[config.mk]
export PLATFORM = sky130hd
export DESIGN_NAME = median_denoise_pipe
export DESIGN_NICKNAME = d
export VERILOG_FILES = /design/src/rtl/median_denoise_pipe.sv
export SDC_FILE = /design/constraint.sdc
export NUM_CORES = 2
export LEC_CHECK = 0
export BUFFER_PORTS_ARGS = -buffer_cell sky130_fd_sc_hd__buf_2
export CORE_MARGIN = 2
export CORE_UTILIZATION = 42
export DETAILED_ROUTE_END_ITERATION = 8
export PLACE_DENSITY = 0.54
export SETUP_SLACK_MARGIN = 0.1
export SYNTH_ARGS = -nofsm -noshare
export SYNTH_HDL_FRONTEND = slang
export SYNTH_SLANG_ARGS = --single-unit
[constraint.sdc]
create_clock -name clk -period 41.7 [get_ports clk]
set_input_delay 10.425 -clock clk [delete_from_list [all_inputs] [get_ports clk]]
set_output_delay 10.425 -clock clk [all_outputs]
set_load 0.005 [all_outputs]
[src/rtl/median_denoise_pipe.sv]
// Row-streaming 3x3 median denoise filter with a two-stage (window, median) pipeline.
// Optional impulse-threshold bypass enabled by defining MEDIAN_DENOISE_THRESH_EN.
module median_denoise_pipe #(
    parameter int BIT_WIDTH = 8,
    parameter int ROW_PIX   = 8,
    parameter int ROWS      = 8,
    parameter int THRESH    = 16
) (
    input  logic                              clk,
    input  logic                              rst_n,
    input  logic                              sof,
    input  logic                              in_valid,
    output logic                              in_ready,
    input  logic [BIT_WIDTH*ROW_PIX-1:0]      pix_in,
    output logic                              out_valid,
    input  logic                              out_ready,
    output logic [BIT_WIDTH*(ROW_PIX-2)-1:0]  pix_out,
    output logic                              out_last
);

    localparam int ROW_W   = BIT_WIDTH * ROW_PIX;
    localparam int OUT_PIX = ROW_PIX - 2;
    localparam int OUT_W   = BIT_WIDTH * OUT_PIX;
    localparam int CNT_W   = $clog2(ROWS);
    localparam logic [CNT_W-1:0] LAST_ROW = CNT_W'(ROWS - 1);

    typedef logic [BIT_WIDTH-1:0] pix_t;

    // Full 9-element min/max exchange sort; element 4 is the median.
    function automatic pix_t median9(input pix_t win [9]);
        pix_t v [9];
        pix_t lo;
        pix_t hi;
        v = win;
        for (int i = 0; i < 8; i++) begin
            for (int k = 0; k < 8 - i; k++) begin
                lo       = (v[k] < v[k+1]) ? v[k] : v[k+1];
                hi       = (v[k] < v[k+1]) ? v[k+1] : v[k];
                v[k]     = lo;
                v[k+1]   = hi;
            end
        end
        return v[4];
    endfunction

`ifdef MEDIAN_DENOISE_THRESH_EN
    localparam logic [BIT_WIDTH:0] THRESH_V = (BIT_WIDTH+1)'(THRESH);

    // Keep the centre pixel unless it deviates from the median by more than THRESH.
    function automatic pix_t thresh_sel(input pix_t center, input pix_t med);
        pix_t diff;
        diff = (center > med) ? (center - med) : (med - center);
        return ({1'b0, diff} > THRESH_V) ? med : center;
    endfunction
`endif

    logic                 in_ready_s;
    logic                 accept_s;
    logic                 emit_s;
    logic [CNT_W-1:0]     row_idx_s;
    logic [CNT_W-1:0]     row_cnt_r;
    logic [ROW_W-1:0]     line_a_r;
    logic [ROW_W-1:0]     line_b_r;
    logic [ROW_W-1:0]     win_top_r;
    logic [ROW_W-1:0]     win_mid_r;
    logic [ROW_W-1:0]     win_bot_r;
    logic                 win_valid_r;
    logic                 win_last_r;
    logic [OUT_W-1:0]     filt_s;
    logic [OUT_W-1:0]     pix_out_r;
    logic                 out_valid_r;
    logic                 out_last_r;

    assign in_ready_s = ~(out_valid_r & ~out_ready);
    assign accept_s   = in_valid & in_ready_s;
    assign emit_s     = accept_s & (row_idx_s >= CNT_W'(2));

    assign in_ready   = in_ready_s;
    assign out_valid  = out_valid_r;
    assign out_last   = out_last_r;
    assign pix_out    = pix_out_r;

    // Row index of the incoming row: sof restarts the frame at row 0.
    always_comb begin
        row_idx_s = row_cnt_r;
        if (sof) begin
            row_idx_s = '0;
        end else begin
            row_idx_s = row_cnt_r;
        end
    end

    // Row counter and the two line buffers advance only on an accepted row.
    always_ff @(posedge clk or negedge rst_n) begin
        if (!rst_n) begin
            row_cnt_r <= '0;
            line_a_r  <= '0;
            line_b_r  <= '0;
        end else if (accept_s) begin
            row_cnt_r <= (row_idx_s == LAST_ROW) ? '0 : row_idx_s + 1'b1;
            line_a_r  <= line_b_r;
            line_b_r  <= pix_in;
        end else begin
            row_cnt_r <= row_cnt_r;
            line_a_r  <= line_a_r;
            line_b_r  <= line_b_r;
        end
    end

    // Window stage: capture rows r-2, r-1, r when the triggering row arrives.
    always_ff @(posedge clk or negedge rst_n) begin
        if (!rst_n) begin
            win_top_r   <= '0;
            win_mid_r   <= '0;
            win_bot_r   <= '0;
            win_valid_r <= 1'b0;
            win_last_r  <= 1'b0;
        end else if (in_ready_s) begin
            win_valid_r <= emit_s;
            if (emit_s) begin
                win_top_r  <= line_a_r;
                win_mid_r  <= line_b_r;
                win_bot_r  <= pix_in;
                win_last_r <= (row_idx_s == LAST_ROW);
            end else begin
                win_top_r  <= win_top_r;
                win_mid_r  <= win_mid_r;
                win_bot_r  <= win_bot_r;
                win_last_r <= win_last_r;
            end
        end else begin
            win_valid_r <= win_valid_r;
            win_top_r   <= win_top_r;
            win_mid_r   <= win_mid_r;
            win_bot_r   <= win_bot_r;
            win_last_r  <= win_last_r;
        end
    end

    for (genvar j = 0; j < OUT_PIX; j++) begin : g_col
        pix_t win_s [9];

        // Gather the 3x3 neighbourhood for output column j (centre at index 4).
        always_comb begin
            for (int k = 0; k < 3; k++) begin
                win_s[k]     = win_top_r[(j+k)*BIT_WIDTH +: BIT_WIDTH];
                win_s[3 + k] = win_mid_r[(j+k)*BIT_WIDTH +: BIT_WIDTH];
                win_s[6 + k] = win_bot_r[(j+k)*BIT_WIDTH +: BIT_WIDTH];
            end
        end

`ifdef MEDIAN_DENOISE_THRESH_EN
        assign filt_s[j*BIT_WIDTH +: BIT_WIDTH] = thresh_sel(win_s[4], median9(win_s));
`else
        assign filt_s[j*BIT_WIDTH +: BIT_WIDTH] = median9(win_s);
`endif
    end

    // Median stage: register the filtered row; everything freezes while stalled.
    always_ff @(posedge clk or negedge rst_n) begin
        if (!rst_n) begin
            pix_out_r   <= '0;
            out_valid_r <= 1'b0;
            out_last_r  <= 1'b0;
        end else if (in_ready_s) begin
            out_valid_r <= win_valid_r;
            if (win_valid_r) begin
                pix_out_r  <= filt_s;
                out_last_r <= win_last_r;
            end else begin
                pix_out_r  <= pix_out_r;
                out_last_r <= 1'b0;
            end
        end else begin
            pix_out_r   <= pix_out_r;
            out_valid_r <= out_valid_r;
            out_last_r  <= out_last_r;
        end
    end

endmodule

==> run_results.csv <==
group,metric,value,unit
finish,drive_above_1_share,0.102,
finish,final_nets,11960,
routing,ant_nets,0,
die,start_util,0.423,
worst_setup_path,critPathKind,"reg -> reg",
placed_design,dp_hpwl,252000,µm
placed_design,dp.cells,13292,
synthesis,synth_area,0.0804,mm²
sta,timing.fmax,0.0351,GHz
worst_setup_path,crit_path_start_kind,"register",
global_routing,grt_antenna_before_repair,15,
worst_setup_path,worst_ep_arrival_time,29110,ps
finish,area_delta_synth_final,6.05,%
sta,slew_violations,0,
placed_design,port_buffers,119,
synthesis,synth.distinct_cells,117,
sta,period_share,0.684,
worst_setup_path,crit_top_cell,"ha_1",
synthesis,synth_top_area_cell,"ha_1",
worst_hold_path,hold_path.class,"reg -> reg",
synthesis,synth_ff_type,"dfrtp_1",
clocking,cts-root-buf,"clkbuf_16",
synthesis,netlist_instances,10949,
synthesis,syn_nets,12077,
clocking,cts_max_path_buffers,3,
synthesis,ys_ff_latch,375,
routing,drc,0,
synthesis,synth_warnings,0,
global_routing,grt_pass1_vias,76856,
sta,slew-limit-headroom,0.201,
placed_design,finalWeightedCongestion,0.996,
outcome,status,"finished clean",
synthesis,ys_seq_area_frac,0.117,
routing,top_layer,"met5",
clocking,numCtsBuffers,49,
global_routing,grt_max_degree,86,
clocking,cts.sinks,375,
worst_setup_path,cp_max_fo,23,
die,die-area,0.195,mm²
die,fp-row-count,160,
routing,routedLengthMet1,141000,µm
die,io_pins,120,
routing,num_vias,83049,
global_routing,overflow,0,
clocking,clkTransAtPathRegs,60,ps
sta,setup_tns,0,ps
sta,skew,61.8,ps
clocking,post_cts_resized,0,
worst_setup_path,crit_path_end_kind,"register",
routing,route.detailed.wl_per_inst,22.5,µm
routing,routed_wl,301000,µm
finish,final_cell_mix,"nor2_1, a21oi_1, ha_1",
clocking,clock_latency,720,ps
sta,grt_setup_unrepaired,"no",
routing,first_pass_iters,6,
sta,hold_viol_final,0,
clocking,h-tree-depth,2,
clocking,cts_setup_buffers,0,
finish,final_common_cell,"nor2_1",
routing,dr_wl_met3,16700,µm
routing,first_iter_violations,6920,
sta,period_needed,28510,ps
synthesis,yosys.area.top_type_share,0.165,
clocking,cts_tree,"done",
global_routing,grt_first_pass_wirelength,458000,µm
worst_setup_path,critPathMaxStageDelay,870,ps
global_routing,grt_use_total,0.298,
flow_run,cap_violations,0,
finish,final_util,0.448,
synthesis,postSynthAreaPerCell,7.34,µm²
clocking,ctsHoldBuffers,0,
die,die_h,441,µm
worst_hold_path,hold_path_depth,2,
sta,setup_viol,0,
routing,via_per_inst,6.21,
die,die_x,441,µm
routing,met2WireLength,133000,µm
synthesis,synth_edf_count,0,
finish,stdcell_count,13383,
worst_setup_path,required,42300,ps
sta,tightest_slew,1200,ps
worst_setup_path,slowest_stage,"o31ai_4",
synthesis,ys_top_cells_by_area,"ha_1, dfrtp_1, mux2_2",
die,core_area,0.190,mm²
synthesis,async_flop_share,1.00,
worst_setup_path,reg2reg_depth,100,
flip-flops by register name, indices dropped and copies added, names as in the netlist:
signal and cells:
out_last 1, win_valid_r 1, win_mid_r 64, win_top_r 64, win_last_r 1, line_a_r 64, line_b_r 64, row_cnt_r 3
win_bot_r 64, pix_out 48, out_valid 1
kinds of logic after synthesis:
family,Yosys count,share of synthesized area
compound gates,3937,0.317
simple gates,3118,0.176
mux,1239,0.164
buf+inv,1179,0.0565
fa+ha+maj,1101,0.170
flops,375,0.117
Yosys cell counts (137+ instances only):
master and count:
o21a_1 159, a211oi_1 137, ha_1 1059, nor2_1 1111, mux2_2 593, a21o_1 390
a21oi_1 1072, o21ai_0 955, clkbuf_1 288, nand2_1 1018, nand3_1 142, inv_1 791
nand4_1 158, dfrtp_1 375, mux2i_1 635
path summary, 6_finish.rpt:
| check | startpoint | end | slack, ps |
|---|---|---|---|
| max in group asynchronous | rst_n | pix_out[32]$_DFFE_PN0P_ | 29690 |
| hold / removal | pix_out[41]$_DFFE_PN0P_ | pix_out[41]$_DFFE_PN0P_ | 480 |
| hold reg to reg | pix_out[41]$_DFFE_PN0P_ | pix_out[41]$_DFFE_PN0P_ | 480 |
| min in group asynchronous | rst_n | pix_out[9]$_DFFE_PN0P_ | 9750 |
| setup reg to reg | win_top_r[17]$_DFFE_PN0P_ | pix_out[11]$_DFFE_PN0P_ | 13190 |
| setup / recovery | win_top_r[17]$_DFFE_PN0P_ | pix_out[11]$_DFFE_PN0P_ | 13190 |
routing by layer:
layer  up-vias  track usage
met3       421       0.0334
met2      2371        0.478
met5         -            0
met4         4       0.0997
li1      40647            -
met1     39606        0.415
critical path, delay by kind of cell, from the launching register on:
kind / cells / cell delay [ps]
buffers and inverters: 5 / 1110
adder cells (fa/ha/maj): 12 / 3840
AO/OA/AOI/OAI: 52 / 14340
multiplexers: 4 / 2310
flip-flops: 1 / 370
AND/OR/NAND/NOR: 27 / 6400
final cells by class:
| type | count | area (µm²) |
|---|---|---|
| Fill cell | 19374 | 105000 |
| Multi-Input combinational cell | 9395 | 66500 |
| Sequential cell | 375 | 9380 |
| Tap cell | 2511 | 3140 |
| Inverter | 794 | 2980 |
| Clock buffer | 62 | 1360 |
| Timing Repair Buffer | 217 | 1340 |
| Clock inverter | 24 | 460 |
| Antenna cell | 5 | 12.5 |
through the flow:
step	area [µm²]	setup WS [ps]	hold WS, ps
5_1_grt	85200	10720	492
2_1_floorplan	80400	17140	442
3_3_place_gp	83400	14260	464
6_report	85200	13190	477
4_1_cts	85200	13920	484
3_5_place_dp	83400	13960	472
Power is left out: the tool's default activity adds up to more than one toggle a clock period on the data nets, which glitch-free logic cannot reach.
